==> src/rtl/axi4_pkg.sv <==
// axi4_pkg
// Shared AXI4 encodings and the burst writer's state type.
//   burst_e  : AXI4 AxBURST codes (FIXED, INCR, WRAP)
//   resp_e   : AXI4 xRESP codes (OKAY, EXOKAY, SLVERR, DECERR)
//   SIZE_8B  : AxSIZE code for 8-byte beats
//   BOUNDARY_4K : bursts must never cross a multiple of this many bytes
//   state_e  : burst writer FSM states
package axi4_pkg;

  typedef enum logic [1:0] {
    BURST_FIXED = 2'b00,
    BURST_INCR  = 2'b01,
    BURST_WRAP  = 2'b10
  } burst_e;

  typedef enum logic [1:0] {
    RESP_OKAY   = 2'b00,
    RESP_EXOKAY = 2'b01,
    RESP_SLVERR = 2'b10,
    RESP_DECERR = 2'b11
  } resp_e;

  localparam logic [2:0] SIZE_8B     = 3'd3;
  localparam int         BOUNDARY_4K = 4096;

  typedef enum logic [2:0] {
    ST_IDLE,
    ST_AW,
    ST_W,
    ST_B,
    ST_DONE
  } state_e;

endpackage

==> src/rtl/axi4_burst_len_calc.sv <==
// axi4_burst_len_calc
// Combinational burst sizing: the number of 64-bit beats in the next burst is
// the smallest of the beats still to write, the configured maximum burst and
// the beats left before the next 4 KiB boundary.
//   i_remaining : beats still to write for the current command (nonzero when used)
//   i_wordIdx   : address bits [11:3], i.e. the 8-byte word index inside the 4 KiB page
//   o_len       : beats in the next burst (1..MAX_BURST)
module axi4_burst_len_calc
  import axi4_pkg::*;
#(
  parameter int MAX_BURST = 16
) (
  input  logic [15:0] i_remaining,
  input  logic [8:0]  i_wordIdx,
  output logic [8:0]  o_len
);

  localparam int WORDS_4K = BOUNDARY_4K / 8;

  logic [9:0] w_toBoundary;
  logic [8:0] w_capped;

  // Words left in this page ranges 1..512, so it needs ten bits; the capped
  // count never exceeds 256, so when the page limit wins it fits in nine bits.
  assign w_toBoundary = 10'(WORDS_4K) - {1'b0, i_wordIdx};
  assign w_capped     = (i_remaining > 16'(MAX_BURST)) ? 9'(MAX_BURST) : i_remaining[8:0];
  assign o_len        = ({1'b0, w_capped} > w_toBoundary) ? w_toBoundary[8:0] : w_capped;

endmodule

==> src/rtl/axi4_burst_writer.sv <==
// axi4_burst_writer
// AXI4 write initiator: accepts a start address and a beat count, then
// streams 64-bit words out as INCR bursts that never cross 4 KiB, one burst
// outstanding at a time.
//   clk, rst          : clock, synchronous active-high reset
//   cmd_*             : command port (valid/ready, byte address, beat count)
//   s_*               : input data stream (valid/ready/data)
//   aw_*, w_*, b_*    : AXI4 write address, write data and write response channels
//   busy              : high whenever not idle
//   done              : one-cycle pulse when a command completes
//   err               : sticky error for the current command, valid with done
module axi4_burst_writer
  import axi4_pkg::*;
#(
  parameter int ADDR_W    = 32,
  parameter int DATA_W    = 64,
  parameter int ID_W      = 4,
  parameter int AXI_ID    = 0,
  parameter int MAX_BURST = 16
) (
  input  logic              clk,
  input  logic              rst,

  input  logic              cmd_valid,
  output logic              cmd_ready,
  input  logic [ADDR_W-1:0] cmd_addr,
  input  logic [15:0]       cmd_beats,

  input  logic              s_valid,
  output logic              s_ready,
  input  logic [DATA_W-1:0] s_data,

  output logic              aw_valid,
  input  logic              aw_ready,
  output logic [ID_W-1:0]   aw_id,
  output logic [ADDR_W-1:0] aw_addr,
  output logic [7:0]        aw_len,
  output logic [2:0]        aw_size,
  output logic [1:0]        aw_burst,

  output logic              w_valid,
  input  logic              w_ready,
  output logic [DATA_W-1:0] w_data,
  output logic [7:0]        w_strb,
  output logic              w_last,

  input  logic              b_valid,
  output logic              b_ready,
  input  logic [ID_W-1:0]   b_id,
  input  logic [1:0]        b_resp,

  output logic              busy,
  output logic              done,
  output logic              err
);

  state_e            r_state;
  logic              r_cmdReady;
  logic              r_awValid;
  logic [7:0]        r_awLen;
  logic              r_bReady;
  logic              r_done;
  logic              r_err;
  logic [ADDR_W-1:0] r_addr;
  logic [15:0]       r_remaining;
  logic [8:0]        r_beatCnt;

  logic [ADDR_W-1:0] w_calcAddr;
  logic [15:0]       w_calcRem;
  logic [8:0]        w_len;
  logic [7:0]        w_awLen;
  logic              w_inW;
  logic              w_wHs;

  // Bursts are sized when the FSM moves into AW, which happens either straight
  // from IDLE (the command is not latched yet, so size from the command port)
  // or from B (size from the already-advanced address and remaining count).
  assign w_calcAddr = (r_state == ST_IDLE) ? (cmd_addr & ~ADDR_W'(7)) : r_addr;
  assign w_calcRem  = (r_state == ST_IDLE) ? cmd_beats : r_remaining;

  axi4_burst_len_calc #(
    .MAX_BURST (MAX_BURST)
  ) u_lenCalc (
    .i_remaining (w_calcRem),
    .i_wordIdx   (w_calcAddr[11:3]),
    .o_len       (w_len)
  );

  assign w_awLen = 8'(w_len - 9'd1);

  // The W channel is a direct pass-through of the stream while in W; the
  // stream source holds its data while stalled, which keeps W AXI-stable.
  assign w_inW  = (r_state == ST_W);
  assign w_wHs  = w_inW & s_valid & w_ready;

  assign s_ready  = w_inW & w_ready;
  assign w_valid  = w_inW & s_valid;
  assign w_data   = s_data;
  assign w_strb   = 8'hFF;
  assign w_last   = w_inW & (r_beatCnt == 9'd1);

  assign aw_valid = r_awValid;
  assign aw_addr  = r_addr;
  assign aw_len   = r_awLen;
  assign aw_size  = SIZE_8B;
  assign aw_burst = BURST_INCR;
  assign aw_id    = ID_W'(AXI_ID);

  assign b_ready   = r_bReady;
  assign cmd_ready = r_cmdReady;
  assign busy      = (r_state != ST_IDLE);
  assign done      = r_done;
  assign err       = r_err;

  // Command FSM. r_addr doubles as the AW address: it only moves on W beats,
  // so it is stable for the whole time aw_valid is high.
  always_ff @(posedge clk) begin
    if (rst) begin
      r_state     <= ST_IDLE;
      r_cmdReady  <= 1'b1;
      r_awValid   <= 1'b0;
      r_awLen     <= '0;
      r_bReady    <= 1'b0;
      r_done      <= 1'b0;
      r_err       <= 1'b0;
      r_addr      <= '0;
      r_remaining <= '0;
      r_beatCnt   <= '0;
    end else begin
      case (r_state)
        ST_IDLE: begin
          if (cmd_valid) begin
            r_cmdReady  <= 1'b0;
            r_addr      <= w_calcAddr;
            r_remaining <= cmd_beats;
            r_err       <= 1'b0;
            if (cmd_beats == 16'd0) begin
              r_done  <= 1'b1;
              r_state <= ST_DONE;
            end else begin
              r_awValid <= 1'b1;
              r_awLen   <= w_awLen;
              r_state   <= ST_AW;
            end
          end
        end
        ST_AW: begin
          if (aw_ready) begin
            r_awValid <= 1'b0;
            r_beatCnt <= {1'b0, r_awLen} + 9'd1;
            r_state   <= ST_W;
          end
        end
        ST_W: begin
          if (w_wHs) begin
            r_beatCnt   <= r_beatCnt - 9'd1;
            r_remaining <= r_remaining - 16'd1;
            r_addr      <= r_addr + ADDR_W'(8);
            if (r_beatCnt == 9'd1) begin
              r_bReady <= 1'b1;
              r_state  <= ST_B;
            end
          end
        end
        ST_B: begin
          if (b_valid) begin
            r_bReady <= 1'b0;
            // Errors are recorded but never abort the remaining bursts.
            if ((b_resp != RESP_OKAY) || (b_id != ID_W'(AXI_ID))) begin
              r_err <= 1'b1;
            end
            if (r_remaining != 16'd0) begin
              r_awValid <= 1'b1;
              r_awLen   <= w_awLen;
              r_state   <= ST_AW;
            end else begin
              r_done  <= 1'b1;
              r_state <= ST_DONE;
            end
          end
        end
        ST_DONE: begin
          r_done     <= 1'b0;
          r_cmdReady <= 1'b1;
          r_state    <= ST_IDLE;
        end
        default: begin
          r_state <= ST_IDLE;
        end
      endcase
    end
  end

endmodule

==> config.mk <==
export PLATFORM = sky130hd
export DESIGN_NAME = axi4_burst_writer
export DESIGN_NICKNAME = d
export VERILOG_FILES = /design/src/rtl/axi4_pkg.sv /design/src/rtl/axi4_burst_len_calc.sv /design/src/rtl/axi4_burst_writer.sv
export SDC_FILE = /design/constraint.sdc
export NUM_CORES = 1
export LEC_CHECK = 0
export BUFFER_PORTS_ARGS = -buffer_cell sky130_fd_sc_hd__buf_4
export CAP_MARGIN = 5
export CORE_MARGIN = 1
export CORE_UTILIZATION = 25
export DETAILED_ROUTE_END_ITERATION = 16
export HOLD_SLACK_MARGIN = 0.02
export PLACE_DENSITY_LB_ADDON = 0.08
export SETUP_SLACK_MARGIN = 0.02
export SLEW_MARGIN = 10
export SYNTH_ARGS = -nofsm -noshare
export SYNTH_HDL_FRONTEND = slang
export SYNTH_SLANG_ARGS = --single-unit
==> constraint.sdc <==
create_clock -name clk -period 12.4 [get_ports clk]
set_input_delay 2.48 -clock clk [delete_from_list [all_inputs] [get_ports clk]]
set_output_delay 2.48 -clock clk [all_outputs]
set_load 0.02 [all_outputs]
## After elaboration in Yosys (flattened, before gate mapping)

Index checks and enable logic that the tools add are counted.

- Register bits: 73
- Logic and storage cells: 106

- Add/sub/neg operators: 6
- $lt $le $gt $ge: 2
- Equality and inequality tests: 15
- Multiplexer cells: 46
- Bitwise logic cells: 4
- Reduce and logical (&&, ||, !) cells: 23

Operator list:

| cell | number |
|---|---|
| 2-to-1 mux 32 bit | 3 |
| case mux 32 bit (2 select lines) | 1 |
| 2-to-1 mux 16 bit | 3 |
| 2-to-1 mux 8 bit | 5 |
| adder 32 x 4 -> 32 bit (second input constant) | 1 |
| case mux 16 bit (2 select lines) | 1 |
| 2-to-1 mux 9 bit | 3 |
| 2-to-1 mux 3 bit | 7 |
| case mux 9 bit (2 select lines) | 1 |
| > comparator 16 x 5 -> 1 bit (second input constant) | 1 |
| logical NOT 16 bit | 1 |
| case mux 8 bit (2 select lines) | 1 |
| nonzero test 16 bit | 1 |
| subtractor 16 x 1 -> 16 bit (second input constant) | 1 |
| 2-to-1 mux 1 bit | 15 |
| AND reduction 5 bit | 3 |
| != test 2 bit (second input constant) | 7 |
| case mux 3 bit (4 select lines) | 1 |
| nonzero test 2 bit | 6 |
| > comparator 9 x 10 -> 1 bit | 1 |
| subtractor 10 x 9 -> 10 bit (first input constant) | 1 |
| adder 8 x 1 -> 9 bit (second input constant) | 1 |
| equality test 9 x 1 -> 1 bit (second input constant) | 1 |
| nonzero test 3 bit | 3 |
| 16 further kinds | 27 |

## Longest topological paths before layout

- Depth in word-level cells: 10
- Mapped depth: 24
- Gate-level depth less buffers: 21

## Modules after synthesis

A second synthesis with hierarchy kept.

- Cells, all modules: 807
- Area, all modules: 5,844.4 um^2

Modules (own cells, without submodules):

| module | instances | cells an instance | area an instance (um^2) | seq. area each (um^2) |
|---|---|---|---|---|
| axi4_burst_writer | 1 | 741 | 5,372.7 | 1,401.3 |
| axi4_burst_len_calc | 1 | 66 | 471.7 | 0.0 |

## Worst setup path before layout

Ideal clock, no wire load.

- Kind: input -> register
- From: in cmd_addr[3]
- To: reg r_awLen[6], in the netlist aw_len[6]
- Arrival time: 6,041 ps
- Path slack: 6,225 ps
- Stages on the path: 19
- Buffers on the path: 1
- Cell sequence: mux2_2 inv_1 ha_1 nor3b_1 xnor2_1 mux2i_1 ha_1 nand4_1 o21ai_0 o31ai_1 or2_1 buf_2 nor2_1 a21oi_1 ha_1 nand2_1 or4_1 a31oi_1 a211oi_1

- Cells in the longest elaborated chain, start to end: 8
- Elaborated cells between the ends (all ways): 10
- Classes of those cells: add/sub: 2; order compare: 1; mux: 7

RTL lines:

| what | RTL line | RTL |
|---|---|---|
| start: declaration | axi4_burst_writer.sv:26 | `input logic [ADDR_W-1:0] cmd_addr,` |
| 2-to-1 mux 32 bit (*) | axi4_burst_writer.sv:78 | `assign w_calcAddr = (r_state == ST_IDLE) ? (cmd_addr & ~ADDR_W'(7)) : r_addr;` |
| subtractor 10 x 9 -> 10 bit (*) | axi4_burst_len_calc.sv:25 | `assign w_toBoundary = 10'(WORDS_4K) - {1'b0, i_wordIdx};` |
| > comparator 9 x 10 -> 1 bit | axi4_burst_len_calc.sv:27 | `assign o_len = ({1'b0, w_capped} > w_toBoundary) ? w_toBoundary[8:0] : w_capped;` |
| 2-to-1 mux 8 bit (*) | axi4_burst_len_calc.sv:27 |  |
| subtractor 8 x 1 -> 8 bit (*) | axi4_burst_writer.sv:89 | `assign w_awLen = 8'(w_len - 9'd1);` |
| 2-to-1 mux 8 bit (on tied branches) | axi4_burst_writer.sv:172, axi4_burst_writer.sv:137 |  |
| 2-to-1 mux 8 bit (on tied branches) | axi4_burst_writer.sv:166, axi4_burst_writer.sv:132 |  |
| case mux 8 bit (2 select lines) (*) | axi4_burst_writer.sv:130 | `case (r_state)` |
| end signal: assignment | axi4_burst_writer.sv:142 | `r_awLen <= w_awLen;` |
| end signal: assignment | axi4_burst_writer.sv:174 | `r_awLen <= w_awLen;` |
| end: declaration | axi4_burst_writer.sv:60 | `logic [7:0] r_awLen;` |

Every way passes the cells marked *; elsewhere a longest branch is shown, timed or not. The select of a mux whose other input is x is not followed.
A chain may end at the register's enable or synchronous reset.

## Worst setup path in the final report

Same ends and word-level chain as after synthesis.

==> results_dict.tcl <==
set metrics [dict create \
    power_switching_share_pct 38.30 \
    crit_path_cell_trace "buf_4 > mux2_2 > inv_1 > ha_1 > nor3b_1 > xnor2_1 > mux2i_1 > ha_1 > nand4_1 > o21ai_0 > o31ai_1 > or2_1 > nor2_1 > a21oi_1 > ha_1 > nand2_1 > or4_1 > a31oi_1 > a211oi_1" \
    timing.critical_path.fanout_max 8 \
    skew_pair_late_insertion_delay_ns 0.34 \
    placedInstanceArea_um2 6153 \
    globalRoute.totalOverflow 0 \
    cellLeakagePower_nw 2.553 \
    synthesis.instances 794 \
    clk_root_buffer_cell "sky130_fd_sc_hd__clkbuf_16" \
    cts_tree "done" \
    initial_utilization_pct 25.39 \
    power.combinational.fraction_pct 37.1 \
    cp-start-kind "input pin" \
    power_frac_seq_pct 32.1 \
    die_w_um 153.4 \
    share_of_flip_flops_with_an_asynchronous_set_or_reset_after_synthesis_pct 0 \
    grt_use_met3_pct 3.204 \
    hpwl_um 13510 \
    required_ns 12.58 \
    die_h_um 153.4 \
    post-place-ws_ns 5.292 \
    clock_pin_slew_on_the_worst_setup_and_hold_paths_ns 0.06 \
    top_usage_layer "met2" \
    grt_antenna_before_repair 0 \
    layout_setup_ws_ns 5.653 \
    post_cts.repair.setup_buffers 0 \
    fraction_of_layout_instances_using_a_drive_strength_above_1_pct 17.65 \
    pwr-share-clk_pct 30.9 \
    critical-path-top-delay-family "simple AND/OR/NAND/NOR gates" \
    power-per-cell-area_nw_per_um2 141.0 \
    crit_path_end_kind "register" \
    dominantRegCellSynth "sky130_fd_sc_hd__dfxtp_1" \
    area.growth.synth_to_final_pct 12.90 \
    gr-usage-met2_pct 25.53 \
    synth_area_per_cell_um2 7.217 \
    drv_slew 0 \
    die_area_um2 23530 \
    cts_sinks 70 \
    cts.path.max_buffers 2 \
    period_needed_ns 6.747 \
    firstDrtPassIters 5 \
    numPortBuffers 103 \
    path_common_cell "sky130_fd_sc_hd__ha_1" \
    synth_cell_types 70 \
    route.detailed.drc 0 \
    drtAntennaViolNets 0 \
    synth.ff_latch_count 70 \
    cp.buffers_inverters 2 \
    cts-htree-levels 3 \
    crit_type "in2reg" \
    clock-skew-final_ns 0.005667 \
    detail_route.wl_per_cell_um 17.63 \
    p_total_mw 0.9120 \
    internal-power_mw 0.5627 \
    switching_power_mw 0.3494 \
    ir_drop_mv 0.06486 \
    finalSetupViolations 0 \
    max_stage_delay_ns 0.53 \
    final_total_negative_setup_slack_ns 0 \
    first_iter_violations 316 \
    totalWireLength_um 19300 \
    vias 5670 \
    routabilityCongestion 0.8032 \
    timing.slew.headroom_pct 25.40 \
    synth_enable_flop_cells 0 \
    yosys_warnings 0 \
    io_pins 255 \
    design_area_um2 6470 \
    cts_hold_repair.buffers 0 \
    timing.max_cap.violations 0 \
    synth-seq-area-share_pct 24.45 \
    vias_in_the_first_global_route 5288 \
    grt_max_degree 67 \
    numPlacedInstances 1079 \
    hold_crit_path_type "reg2reg" \
    use_met1_pct 22.58 \
    critical-path-slowest-cell "sky130_fd_sc_hd__o31ai_1" \
    syn_area_um2 5730 \
    globalRouteTotalUtil_pct 16.36 \
    worst_hold_slack_ns 0.4695 \
    via_per_inst 5.178 \
    min_period_over_period_pct 54.41 \
    grt_setup_unrepaired "false" \
    finish.net_count 946 \
    antenna_cells_inserted 0 \
    grt_first_pass_wirelength_um 30250 \
    coreArea_um2 22570 \
    finish.cell_count_without_fillers 1095 \
    timing.fmax_mhz 148.2 \
    cts_resized 0 \
    timing.critical_path.arrival_ns 6.93 \
    fin_util_pct 28.66 \
    numCtsBuffers 9 \
    core.rowCount 55 \
    worstMarginPinSlew_ns 1.119 \
    finalHoldViolations 0 \
    status "completed" \
]
-- cell usage in the layout (no fill, tap or decap), types with 16 or more instances in the layout --
master,n
sky130_fd_sc_hd__nand3_1,22
sky130_fd_sc_hd__nor2_1,85
sky130_fd_sc_hd__nand2_1,85
sky130_fd_sc_hd__buf_4,108
sky130_fd_sc_hd__xor2_1,18
sky130_fd_sc_hd__ha_1,16
sky130_fd_sc_hd__a21oi_1,70
sky130_fd_sc_hd__a211oi_1,18
sky130_fd_sc_hd__o21ai_0,44
sky130_fd_sc_hd__dfxtp_1,70
sky130_fd_sc_hd__conb_1,24
sky130_fd_sc_hd__nor3_1,38
-- cell families (layout without fill, tap and decap cells) --
group           after synthesis  count (layout)  synth area share [%]
mux                          14              14                 2.489
buf+inv                     145             139                 15.76
compound gates              200             200                 21.79
fa+ha+maj                    16              16                 3.493
flops                        70              70                 24.45
simple gates                317             317                 27.16
other cells                   2              24                0.1311
xor+xnor                     30              30                 4.716
-- worst reg2reg max path, stage by stage, from the launching register on --
cell                       delay (ns)
sky130_fd_sc_hd__dfxtp_1         0.45
sky130_fd_sc_hd__nor3_4          0.23
sky130_fd_sc_hd__buf_4           0.52
sky130_fd_sc_hd__mux2_2          0.45
sky130_fd_sc_hd__inv_1           0.09
sky130_fd_sc_hd__ha_1            0.31
sky130_fd_sc_hd__nor3b_1         0.28
sky130_fd_sc_hd__xnor2_1         0.09
sky130_fd_sc_hd__mux2i_1         0.43
sky130_fd_sc_hd__ha_1            0.33
sky130_fd_sc_hd__nand4_1         0.13
sky130_fd_sc_hd__o21ai_0         0.10
sky130_fd_sc_hd__o31ai_1         0.53
sky130_fd_sc_hd__or2_1           0.35
sky130_fd_sc_hd__nor2_1          0.07
sky130_fd_sc_hd__a21oi_1         0.14
sky130_fd_sc_hd__ha_1            0.27
sky130_fd_sc_hd__nand2_1         0.09
sky130_fd_sc_hd__or4_1           0.48
sky130_fd_sc_hd__a31oi_1         0.22
sky130_fd_sc_hd__a211oi_1        0.10
-- Yosys cell counts, types with 12 or more instances --
library cell | count | area [um2]
sky130_fd_sc_hd__and3_1 | 14 | 87.58
sky130_fd_sc_hd__xor2_1 | 18 | 157.7
sky130_fd_sc_hd__dfxtp_1 | 70 | 1401
sky130_fd_sc_hd__nor2_1 | 86 | 322.8
sky130_fd_sc_hd__ha_1 | 16 | 200.2
sky130_fd_sc_hd__mux2i_1 | 12 | 120.1
sky130_fd_sc_hd__nor3_1 | 38 | 190.2
sky130_fd_sc_hd__a21oi_1 | 70 | 350.3
sky130_fd_sc_hd__nand2_1 | 85 | 319.1
sky130_fd_sc_hd__a211oi_1 | 18 | 135.1
sky130_fd_sc_hd__clkbuf_1 | 32 | 120.1
sky130_fd_sc_hd__o21ai_0 | 44 | 220.2
sky130_fd_sc_hd__inv_1 | 14 | 52.55
sky130_fd_sc_hd__nand4_1 | 12 | 75.07
sky130_fd_sc_hd__buf_4 | 87 | 653.1
sky130_fd_sc_hd__a22oi_1 | 12 | 90.09
sky130_fd_sc_hd__nand3_1 | 22 | 110.1
-- path summary, 6_finish.rpt --
| check | slack, ns | from | depth (start not counted) | to |
|---|---|---|---|---|
| setup / recovery | 5.65 | cmd_addr[3] | 19 | aw_len[6] |
| setup reg to reg | 6.57 | r_state[2] | 20 | aw_len[6] |
| hold / removal | 0.47 | r_remaining[14] | 2 | r_remaining[14] |
| hold reg to reg | 0.47 | r_remaining[14] | 2 | r_remaining[14] |
-- cell type report --
cell class | count | area (um2)
clock buffers | 12 | 246.5
clock inverters | 4 | 70.07
fillers | 2493 | 16100
inverters | 15 | 56.30
multi-input cells | 601 | 3528
flip-flops and latches | 70 | 1401
well taps | 285 | 356.6
repair buffers | 108 | 810.8
-- power by group through the flow --
stage	clock [mW]	combinational [mW]	sequential [mW]
5_1_grt	0.303	0.376	0.298
6_report	0.282	0.338	0.292
3_5_place_dp	0	0.338	0.298
3_3_place_gp	0	0.336	0.297
2_1_floorplan	0	0.259	0.296
4_1_cts	0.293	0.340	0.293
-- flip-flops by register name (all words and copies together), names as in the netlist --
name         count
aw_addr         29
r_beatCnt        9
cmd_ready        1
aw_len           8
b_ready          1
aw_valid         1
done             1
err              1
r_remaining     16
r_state          3
-- metal layers --
layer / vias to the layer above / share of wire (%)
met4: 0 / 1.3
met1: 2714 / 49
li1: 2764 / -
met5: - / 0
met3: 30 / 5.4
met2: 162 / 44
(Power assumes the default switching activity.)
